## src/rtl/bcd_adjust_seq_if.sv

```systemverilog
`default_nettype none
// ============================================================================
// Module   : bcd_adjust_seq_if
// Purpose  : Request/response handshake bundle for the decimal/ASCII adjust unit.
// Revision : 1.0
// ============================================================================
interface bcd_adjust_seq_if;
    logic        in_valid;
    logic        in_ready;
    logic [1:0]  op;
    logic [15:0] ax_in;
    logic [7:0]  imm8;
    logic        cf_in;
    logic        af_in;
    logic        out_valid;
    logic        out_ready;
    logic [15:0] ax_out;
    logic        cf_out;
    logic        af_out;
    logic        sf_out;
    logic        zf_out;
    logic        pf_out;
    logic        div_err;
    logic [5:0]  set_eflags;

    modport master (
        output in_valid, op, ax_in, imm8, cf_in, af_in, out_ready,
        input  in_ready, out_valid, ax_out, cf_out, af_out, sf_out, zf_out,
               pf_out, div_err, set_eflags
    );

    modport slave (
        input  in_valid, op, ax_in, imm8, cf_in, af_in, out_ready,
        output in_ready, out_valid, ax_out, cf_out, af_out, sf_out, zf_out,
               pf_out, div_err, set_eflags
    );
endinterface
`default_nettype wire

```

## src/rtl/bcd_adjust_seq.sv

```systemverilog
`default_nettype none
// ============================================================================
// Module   : bcd_adjust_seq
// Purpose  : DAS (single cycle), AAM (restoring divide) and AAD (shift-add).
// Revision : 1.0
// ============================================================================
module bcd_adjust_seq #(
    parameter int ITERS = 8
) (
    input  wire logic        clk,
    input  wire logic        rst_n,
    input  wire logic        flush,
    bcd_adjust_seq_if.slave  bus
);
    typedef enum logic [1:0] {
        S_IDLE = 2'd0,
        S_ITER = 2'd1,
        S_DONE = 2'd2
    } state_t;

    localparam logic [1:0] OP_DAS   = 2'b00;
    localparam logic [1:0] OP_AAM   = 2'b01;
    localparam logic [1:0] OP_AAD   = 2'b10;
    localparam logic [5:0] MASK_DAS = 6'b011111;
    localparam logic [5:0] MASK_ASC = 6'b011010;
    localparam int         CNT_W    = $clog2(ITERS) + 1;
    localparam logic [CNT_W-1:0] LAST = CNT_W'(ITERS - 1);

    state_t           state_q, state_d;
    logic [CNT_W-1:0] cnt_q, cnt_d;
    logic             is_aam_q, is_aam_d;
    // a: AAM dividend/quotient or AAD multiplier; b: divisor or multiplicand;
    // r: AAM partial remainder or AAD accumulator (low 8 bits).
    logic [7:0]       a_q, a_d;
    logic [7:0]       b_q, b_d;
    logic [8:0]       r_q, r_d;
    logic [15:0]      ax_out_q, ax_out_d;
    logic             cf_out_q, cf_out_d, af_out_q, af_out_d;
    logic             sf_out_q, sf_out_d, zf_out_q, zf_out_d, pf_out_q, pf_out_d;
    logic             div_err_q, div_err_d;
    logic [5:0]       set_eflags_q, set_eflags_d;

    function automatic logic [2:0] szp(input logic [7:0] v);
        return {v[7], (v == 8'h00), ~^v};
    endfunction

    logic [7:0] al_in, ah_in;
    assign al_in = bus.ax_in[7:0];
    assign ah_in = bus.ax_in[15:8];

    logic [7:0] das_al1, das_al;
    logic       das_borrow, das_cf1, das_cf, das_af;

    always_comb begin
        das_al1    = al_in;
        das_borrow = 1'b0;
        das_cf1    = 1'b0;
        das_af     = 1'b0;
        if (al_in[3:0] > 4'd9 || bus.af_in) begin
            {das_borrow, das_al1} = {1'b0, al_in} - 9'd6;
            das_cf1 = bus.cf_in | das_borrow;
            das_af  = 1'b1;
        end
        das_al = das_al1;
        das_cf = das_cf1;
        // The high-nibble test looks at the original AL and CF, not the low-adjusted ones.
        if (al_in > 8'h99 || bus.cf_in) begin
            das_al = das_al1 - 8'h60;
            das_cf = 1'b1;
        end
    end

    logic [8:0] rem_sh, div_rem;
    logic       div_ge;
    logic [7:0] div_quo, mul_acc, fin_al;

    always_comb begin
        rem_sh  = {r_q[7:0], a_q[7]};
        div_ge  = (rem_sh >= {1'b0, b_q});
        div_rem = div_ge ? (rem_sh - {1'b0, b_q}) : rem_sh;
        div_quo = {a_q[6:0], div_ge};
        mul_acc = a_q[0] ? (r_q[7:0] + b_q) : r_q[7:0];
        fin_al  = is_aam_q ? div_rem[7:0] : mul_acc;
    end

    always_comb begin
        state_d      = state_q;
        cnt_d        = cnt_q;
        is_aam_d     = is_aam_q;
        a_d          = a_q;
        b_d          = b_q;
        r_d          = r_q;
        ax_out_d     = ax_out_q;
        cf_out_d     = cf_out_q;
        af_out_d     = af_out_q;
        sf_out_d     = sf_out_q;
        zf_out_d     = zf_out_q;
        pf_out_d     = pf_out_q;
        div_err_d    = div_err_q;
        set_eflags_d = set_eflags_q;
        case (state_q)
            S_IDLE: begin
                if (!flush && bus.in_valid) begin
                    state_d      = S_DONE;
                    ax_out_d     = bus.ax_in;
                    cf_out_d     = bus.cf_in;
                    af_out_d     = bus.af_in;
                    {sf_out_d, zf_out_d, pf_out_d} = szp(al_in);
                    div_err_d    = 1'b0;
                    set_eflags_d = '0;
                    case (bus.op)
                        OP_DAS: begin
                            ax_out_d     = {ah_in, das_al};
                            cf_out_d     = das_cf;
                            af_out_d     = das_af;
                            {sf_out_d, zf_out_d, pf_out_d} = szp(das_al);
                            set_eflags_d = MASK_DAS;
                        end
                        OP_AAM: begin
                            if (bus.imm8 == 8'h00) begin
                                div_err_d = 1'b1;
                            end else begin
                                state_d      = S_ITER;
                                is_aam_d     = 1'b1;
                                a_d          = al_in;
                                b_d          = bus.imm8;
                                r_d          = '0;
                                cnt_d        = '0;
                                set_eflags_d = MASK_ASC;
                            end
                        end
                        OP_AAD: begin
                            state_d      = S_ITER;
                            is_aam_d     = 1'b0;
                            a_d          = ah_in;
                            b_d          = bus.imm8;
                            r_d          = {1'b0, al_in};
                            cnt_d        = '0;
                            set_eflags_d = MASK_ASC;
                        end
                        default: ;
                    endcase
                end
            end
            S_ITER: begin
                if (flush) begin
                    state_d = S_IDLE;
                end else begin
                    cnt_d = cnt_q + 1'b1;
                    if (is_aam_q) begin
                        a_d = div_quo;
                        r_d = div_rem;
                    end else begin
                        a_d = {1'b0, a_q[7:1]};
                        b_d = {b_q[6:0], 1'b0};
                        r_d = {1'b0, mul_acc};
                    end
                    if (cnt_q == LAST) begin
                        state_d  = S_DONE;
                        ax_out_d = is_aam_q ? {div_quo, fin_al} : {8'h00, fin_al};
                        {sf_out_d, zf_out_d, pf_out_d} = szp(fin_al);
                    end
                end
            end
            S_DONE: begin
                if (flush || bus.out_ready) state_d = S_IDLE;
            end
            default: state_d = S_IDLE;
        endcase
    end

    always_ff @(posedge clk or negedge rst_n) begin
        if (!rst_n) begin
            state_q      <= S_IDLE;
            cnt_q        <= '0;
            is_aam_q     <= 1'b0;
            a_q          <= '0;
            b_q          <= '0;
            r_q          <= '0;
            ax_out_q     <= '0;
            cf_out_q     <= 1'b0;
            af_out_q     <= 1'b0;
            sf_out_q     <= 1'b0;
            zf_out_q     <= 1'b0;
            pf_out_q     <= 1'b0;
            div_err_q    <= 1'b0;
            set_eflags_q <= '0;
        end else begin
            state_q      <= state_d;
            cnt_q        <= cnt_d;
            is_aam_q     <= is_aam_d;
            a_q          <= a_d;
            b_q          <= b_d;
            r_q          <= r_d;
            ax_out_q     <= ax_out_d;
            cf_out_q     <= cf_out_d;
            af_out_q     <= af_out_d;
            sf_out_q     <= sf_out_d;
            zf_out_q     <= zf_out_d;
            pf_out_q     <= pf_out_d;
            div_err_q    <= div_err_d;
            set_eflags_q <= set_eflags_d;
        end
    end

    assign bus.in_ready   = (state_q == S_IDLE);
    assign bus.out_valid  = (state_q == S_DONE);
    assign bus.ax_out     = ax_out_q;
    assign bus.cf_out     = cf_out_q;
    assign bus.af_out     = af_out_q;
    assign bus.sf_out     = sf_out_q;
    assign bus.zf_out     = zf_out_q;
    assign bus.pf_out     = pf_out_q;
    assign bus.div_err    = div_err_q;
    assign bus.set_eflags = set_eflags_q;
endmodule
`default_nettype wire

```

## src/flat_wrapper.sv

```systemverilog
// flat-port wrapper written by rule: the top's interface ports become plain ports
module bcd_adjust_seq_flat 
#(
    parameter int ITERS = 8
)
  (clk, rst_n, flush, bus_in_valid, bus_op, bus_ax_in, bus_imm8, bus_cf_in, bus_af_in, bus_out_ready, bus_in_ready, bus_out_valid, bus_ax_out, bus_cf_out, bus_af_out, bus_sf_out, bus_zf_out, bus_pf_out, bus_div_err, bus_set_eflags);
  bcd_adjust_seq_if bus_i ();
  input  wire logic clk;
  input  wire logic rst_n;
  input  wire logic flush;
  input wire logic [$bits(bus_i.in_valid)-1:0] bus_in_valid;
  input wire logic [$bits(bus_i.op)-1:0] bus_op;
  input wire logic [$bits(bus_i.ax_in)-1:0] bus_ax_in;
  input wire logic [$bits(bus_i.imm8)-1:0] bus_imm8;
  input wire logic [$bits(bus_i.cf_in)-1:0] bus_cf_in;
  input wire logic [$bits(bus_i.af_in)-1:0] bus_af_in;
  input wire logic [$bits(bus_i.out_ready)-1:0] bus_out_ready;
  output wire logic [$bits(bus_i.in_ready)-1:0] bus_in_ready;
  output wire logic [$bits(bus_i.out_valid)-1:0] bus_out_valid;
  output wire logic [$bits(bus_i.ax_out)-1:0] bus_ax_out;
  output wire logic [$bits(bus_i.cf_out)-1:0] bus_cf_out;
  output wire logic [$bits(bus_i.af_out)-1:0] bus_af_out;
  output wire logic [$bits(bus_i.sf_out)-1:0] bus_sf_out;
  output wire logic [$bits(bus_i.zf_out)-1:0] bus_zf_out;
  output wire logic [$bits(bus_i.pf_out)-1:0] bus_pf_out;
  output wire logic [$bits(bus_i.div_err)-1:0] bus_div_err;
  output wire logic [$bits(bus_i.set_eflags)-1:0] bus_set_eflags;
  assign bus_i.in_valid = bus_in_valid;
  assign bus_i.op = bus_op;
  assign bus_i.ax_in = bus_ax_in;
  assign bus_i.imm8 = bus_imm8;
  assign bus_i.cf_in = bus_cf_in;
  assign bus_i.af_in = bus_af_in;
  assign bus_i.out_ready = bus_out_ready;
  assign bus_in_ready = bus_i.in_ready;
  assign bus_out_valid = bus_i.out_valid;
  assign bus_ax_out = bus_i.ax_out;
  assign bus_cf_out = bus_i.cf_out;
  assign bus_af_out = bus_i.af_out;
  assign bus_sf_out = bus_i.sf_out;
  assign bus_zf_out = bus_i.zf_out;
  assign bus_pf_out = bus_i.pf_out;
  assign bus_div_err = bus_i.div_err;
  assign bus_set_eflags = bus_i.set_eflags;
  bcd_adjust_seq #(.ITERS(ITERS)) u_core (.clk(clk), .rst_n(rst_n), .flush(flush), .bus(bus_i));
endmodule
```

## config.mk

```make
export PLATFORM = sky130hd
export DESIGN_NAME = bcd_adjust_seq_flat
export DESIGN_NICKNAME = d
export VERILOG_FILES = /design/src/rtl/bcd_adjust_seq_if.sv /design/src/rtl/bcd_adjust_seq.sv /design/src/flat_wrapper.sv
export SDC_FILE = /design/constraint.sdc
export NUM_CORES = 1
export LEC_CHECK = 0
export CAP_MARGIN = 20
export CORE_MARGIN = 4
export CORE_UTILIZATION = 55
export DETAILED_ROUTE_END_ITERATION = 6
export DONT_BUFFER_PORTS = 1
export MAX_ROUTING_LAYER = met4
export PLACE_DENSITY = 0.7
export SLEW_MARGIN = 20
export SYNTH_ARGS = -nofsm -noshare
export SYNTH_HDL_FRONTEND = slang
export SYNTH_SLANG_ARGS = --single-unit
```

## constraint.sdc

```tcl
create_clock -name clk -period 3.4 [get_ports clk]
set_clock_uncertainty 0.15 [all_clocks]
set_input_delay 0.34 -clock clk [delete_from_list [all_inputs] [get_ports clk]]
set_output_delay 0.34 -clock clk [all_outputs]
set_load 0.05 [all_outputs]
```

## Yosys cells after proc, flatten, opt, wreduce, memory -nomap -nowiden

Cells that the tools add are included.

- $mul: 0
- Eq/ne operators: 14
- Shifts and indexed selects: 0
- Div/mod/pow operators: 0
- Muxes and demuxes: 67
- Order comparisons: 3
- Reductions and logical operators: 22
- Add/subtract/negate cells: 5
- Bitwise operators: 1

Operators by type and width:

| operator | number |
|---|---|
| two-way mux 8 bit | 18 |
| case mux 8 bit (2 select lines) | 6 |
| two-way mux 16 bit | 4 |
| logical NOT 8 bit | 4 |
| case mux 16 bit (2 select lines) | 1 |
| XNOR reduction 8 bit | 3 |
| two-way mux 1 bit | 20 |
| case mux 6 bit (3 select lines) | 1 |
| case mux 4 bit (2 select lines) | 2 |
| two-way mux 4 bit | 3 |
| two-way mux 2 bit | 5 |
| >= comparator 9 x 8 -> 1 bit | 1 |
| subtractor 8 x 3 -> 9 bit, second input constant | 1 |
| adder 8 bit | 1 |
| > comparator 8 bit, second input constant | 1 |
| case mux 1 bit (2 select lines) | 4 |
| AND reduction 4 bit | 2 |
| subtractor 8 x 7 -> 8 bit, second input constant | 1 |
| subtractor 8 bit | 1 |
| != test 2 x 1 -> 1 bit, second input constant | 3 |
| != test 2 bit, second input constant | 3 |
| case mux 2 bit (3 select lines) | 1 |
| AND reduction 6 bit | 1 |
| two-way mux 5 bit | 1 |
| 18 further kinds | 24 |

- Output and inout port bits: 30
- Memories: 0
- Latch bits: 0
- Input port bits: 33
- Memory bits (writable): 0
- Register bits after elaboration: 59
- Bits in read-only memories: 0

## Logic depth before layout (Yosys ltp)

- Word-level depth: 9
- Depth in mapped cells: 18

## Least setup slack after synthesis

Ideal clock, no wire load.

- Path kind: in2reg
- From: input bus_ax_in[2]
- To: register u_core.pf_out_q (netlist: u_core.bus.pf_out)
- Arrival: 3.114 ns
- Path buffers: 0
- Stages: 18
- Setup slack: 0.053 ns
- Cells stage by stage: inv_1 > ha_1 > nor2b_1 > o22ai_2 > nor2_1 > nand3_1 > xnor2_1 > ha_1 > inv_1 > o311a_1 > xnor3_1 > ha_1 > xnor2_1 > xnor2_1 > nand2_1 > o211ai_1 > o21ai_0 > o21ai_0

- Word-level cells in the longest chain between the ends: 9
- Elaborated cells on any way between the ends: 13
- Classes of those cells: add/sub: 2; order compare: 2; mux: 5; reduce/logical: 4

RTL lines:

| what | line | source |
|---|---|---|
| start, declared | flat_wrapper.sv:13 | `input wire logic [$bits(bus_i.ax_in)-1:0] bus_ax_in;` |
| branches (longest 6 deep; another with subtractor 8 x 3 -> 9 bit) | - |  |
| two-way mux 1 bit (*) | bcd_adjust_seq.sv:111 | `case (bus.op)` |
| two-way mux 1 bit (*) | bcd_adjust_seq.sv:103 | `if (!flush && bus.in_valid) begin` |
| case mux 1 bit (2 select lines) (*) | bcd_adjust_seq.sv:101 | `case (state_q)` |
| end signal, assigned | bcd_adjust_seq.sv:200 | `pf_out_q <= pf_out_d;` |
| end, declared | bcd_adjust_seq.sv:39 | `logic sf_out_q, sf_out_d, zf_out_q, zf_out_d, pf_out_q, pf_out_d;` |

Every way passes the cells marked *. The select of a mux whose other input is x is not followed.
A chain may end at the register's enable or synchronous reset.

## Final worst setup path

- From: register u_core.r_q[1]
- To: register u_core.pf_out_q (netlist: u_core.bus.pf_out)

- Word-level cells in the longest chain between the ends: 7
- Elaborated cells on any way between the ends: 10
- Classes of those cells: add/sub: 2; order compare: 1; mux: 6; reduce/logical: 1

RTL lines:

| what | line | source |
|---|---|---|
| start, declared | bcd_adjust_seq.sv:36 | `logic [8:0] r_q, r_d;` |
| start signal, assigned | bcd_adjust_seq.sv:194 | `r_q <= r_d;` |
| adder 8 bit, or another cell as far along | bcd_adjust_seq.sv:82 | `mul_acc = a_q[0] ? (r_q[7:0] + b_q) : r_q[7:0];` |
| two-way mux 8 bit, on equally long branches | bcd_adjust_seq.sv:82, bcd_adjust_seq.sv:80 |  |
| two-way mux 8 bit (*) | bcd_adjust_seq.sv:83 | `fin_al = is_aam_q ? div_rem[7:0] : mul_acc;` |
| XNOR reduction 8 bit (*) | bcd_adjust_seq.sv:44 | `return {v[7], (v == 8'h00), ~^v};` |
| two-way mux 1 bit (*) | bcd_adjust_seq.sv:158 | `if (cnt_q == LAST) begin` |
| two-way mux 1 bit (*) | bcd_adjust_seq.sv:146 | `if (flush) begin` |
| case mux 1 bit (2 select lines) (*) | bcd_adjust_seq.sv:101 |  |

Mark *: on every way between the ends. The rest lies on a longest branch, timed or not. The select of a mux whose other input is x is not followed.

==> flow_summary.toml <==
[pwr]
power_density_nw_per_um2 = 915
total_power_mw = 4.77
leakage_nw = 2.38
p_comb_share_pct = 64.9
p_switching_mw = 2.31
ir_worst_vdd_uv = 455
intPower_mw = 2.47
p_seq_share_pct = 26.5
clockPowerShare_pct = 8.5
p_sw_share_pct = 48.3

[timing]
fin_crit_ns = 3.23
fmax_mhz = 309
slew_headroom_pct = 38.4
fin_crit_sh_pct = 95.1
setup_viol_count_final = 0
finalHoldWorstSlack_ns = 0.00877
final_hold_viol_count = 0
worstMarginPinSlew_ns = 0.922
fin_ws_ns = 0.166
slew_viol_final = 0

[finish]
drive_above_1_share_pct = 19.2
nets = 645
areaGrowthSynthToFinish_pct = 15.1
fin_cells = 669
antennaDiodeCount = 0
final_util_pct = 66.1

[floorplan]
die-area_um2 = 9760
die_h_um = 98.8
io_pins = 63
initial_core_util_pct = 57.5
die-width_um = 98.8
num_rows = 32
coreArea_um2 = 7890

[setup_path]
r2r_slack_ns = 0.17
r2r_end = "u_core.bus.pf_out"
r2r-start = "u_core.r_q[1]"
critical-path-max-stage-delay_ns = 0.45
path_buf_inv = 0
crit_chain = "ha_1, nor2_2, a21oi_2, o221a_4, nor2_8, mux2_4, a21oi_2, ha_1, xnor2_2, xnor2_1, o21ai_1, o21ai_1"
arrival_ns = 3.30
r2r_cells = 12
cp.required_ns = 3.47
critPathKind = "reg -> reg"
crit_fanout = 7
path_delay_family = "compound AO/OA/AOI/OAI gates"
cp-end-kind = "flop"
start_kind = "flop"
slowest_stage = "dfrtp_1"

[synthesis]
ys_types = 70
yosysWarnings = 0
yosys.area.top_type = "dfrtp_1"
syn_inst = 534
synth_area_um2 = 4530
synth_common_cells = "nand2_1 (57), dfrtp_1 (54), a21oi_1 (44), ha_1 (44), o21ai_0 (39)"
synthFlopType = "dfrtp_1"
synth_area_leaders = "dfrtp_1 (30%), ha_1 (12%), a21oi_1 (4.9%), nand2_1 (4.7%), xnor2_1 (4.4%)"
async_reset_ff_share_pct = 100
avgSynthCellArea_um2 = 8.49
synth-edff-count = 0
yosysTopAreaCellShare_pct = 29.8
synth_nets = 613
synth_seq_area_share_pct = 29.8
ys_ff_latch = 54
synth_most_common_cell = "nand2_1"

[clock_network]
cts_tree = "done"
ctsHtreeMaxLevel = 2
cts_sinks = 54
clkSlewWorstSetupHoldPaths_ns = 0.11
cts_root_buf = "clkbuf_8"
cts_made_buffers = 5
cts_buffer_depth = 2
clk_latency_ns = 0.32

[grt]
grt_remaining_overflow = 0
grt_max_degree = 55
grt_usage_pct = 27.2
grt_pass1_vias = 4118
grt_pass1_wl_mm = 20.9
antenna_found_initial = 0

[hold_path]
hp-class = "in -> reg"
min_path_cells = 2
min-delay-start = "bus_imm8[0]"
min_to = "u_core.b_q[0]"

[detailed_routing]
drt_iter0_drc = 331
dr.pass1.iters = 5
drtAntennaViolNets = 0
drc = 0
wl_per_cell_um = 19.7
via_count = 4226
totalWireLength_mm = 13.2
avgViaCountPerCell = 6.32

[outcome]
status = "complete, no violations"

[placement]
dp_cells = 651
dp_hpwl_mm = 9.78
globalplace.congestion = 0.921
numPortBuffers = 0
dp_worst_setup_slack_ns = -0.0610

[run]
drv_cap = 0
==> layer usage <==
metal / part of all wire, % / GRT usage (%)
met4: 2.3 / 7.35
met2: 47 / 42.1
met1: 44 / 36.6
met5: 0 / -
met3: 7.4 / 5.31
==> cell type report <==
| type | count | area [um^2] |
|---|---|---|
| Clock inverter | 3 | 28.8 |
| Sequential cell | 54 | 1350 |
| Multi-Input combinational cell | 420 | 3080 |
| Clock buffer | 5 | 68.8 |
| Timing Repair Buffer | 55 | 444 |
| Inverter | 30 | 113 |
| Tap cell | 102 | 128 |
| Fill cell | 671 | 2670 |
==> flip-flops by register name, indices dropped and copies added (netlist names), 2 cells and up <==
| name | count |
|---|---|
| u_core.r_q | 8 |
| u_core.a_q | 8 |
| u_core.bus.set_eflags | 2 |
| u_core.state_q | 2 |
| u_core.cnt_q | 4 |
| u_core.bus.ax_out | 16 |
| u_core.b_q | 8 |
==> layout by cell type, fill, tap and decap left out, types with 4 or more instances in the layout <==
| cell type | synthesis | layout |
|---|---|---|
| xor2_1 | 4 | 4 |
| and3_1 | 6 | 6 |
| o22ai_1 | 15 | 15 |
| ha_4 | 0 | 4 |
| clkbuf_8 | 0 | 5 |
| dfrtp_1 | 54 | 52 |
| o21ai_1 | 4 | 6 |
| nand3_1 | 17 | 17 |
| nor2_1 | 35 | 34 |
| nand2_1 | 57 | 57 |
| a21oi_1 | 44 | 42 |
| inv_1 | 29 | 26 |
| nand2b_1 | 7 | 6 |
| a22oi_1 | 5 | 5 |
| o31ai_1 | 4 | 4 |
| a21o_1 | 6 | 6 |
| a31oi_1 | 6 | 5 |
| a21oi_2 | 2 | 4 |
| mux2i_1 | 13 | 13 |
| xnor2_1 | 23 | 20 |
| o21ai_0 | 39 | 36 |
| buf_4 | 5 | 50 |
| nor3_1 | 5 | 5 |
| or2_2 | 4 | 4 |
| ha_1 | 44 | 38 |
| inv_2 | 1 | 4 |
| o211ai_1 | 7 | 7 |
==> what timing repair did <==
action,4_1_cts,5_1_grt
endpoints found under the hold margin,56,0
buffers inserted,0,6
gates resized for setup,2,36
pin swaps,0,16
endpoints found under the setup margin,1,1
hold buffers,4,0
==> metrics by stage <==
step | area (um^2) | setup TNS, ns
2_1_floorplan | 4530 | 0
3_3_place_gp | 4860 | 0
3_5_place_dp | 4860 | -0.0610
4_1_cts | 5020 | 0
5_1_grt | 5220 | -0.0158
6_report | 5220 | 0
==> cells by family (layout without fill, tap and decap cells) <==
logic type                 after synthesis  count (layout)  share of synthesized area [%]
adders and majority gates               46              46                           13.0
other                                    1               1                         0.0827
buffers and inverters                   60              93                           5.60
xor gates and xnor gates                28              28                           5.71
DFF                                     54              54                           29.8
muxes                                   16              16                           3.78
and+or+nand+nor                        162             162                           17.9
AOI/OAI and AO/OA                      167             167                           24.0
==> power by group through the flow <==
stage | combinational [mW] | sequential (mW) | clock [mW]
6_report | 3.10 | 1.27 | 0.406
5_1_grt | 3.38 | 1.29 | 0.442
4_1_cts | 2.62 | 1.25 | 0.420
3_5_place_dp | 2.57 | 1.26 | 0
3_3_place_gp | 2.52 | 1.26 | 0
2_1_floorplan | 1.91 | 1.19 | 0
==> worst max-delay path by stage <==
| stage | from | endpoint | slack (ns) | cells after the start |
|---|---|---|---|---|
| global route | u_core.r_q[1] | u_core.bus.pf_out | -0.02 | 12 |
| detailed placement | bus_ax_in[2] | u_core.bus.pf_out | -0.06 | 17 |
| floorplan | bus_ax_in[2] | u_core.bus.pf_out | 0.05 | 18 |
| global placement | bus_ax_in[2] | u_core.bus.pf_out | 0.06 | 17 |
| finish | u_core.r_q[1] | u_core.bus.pf_out | 0.17 | 12 |
| CTS | u_core.r_q[2] | u_core.bus.pf_out | 0.01 | 12 |
No activity file was read; power rests on OpenSTA's default activity.
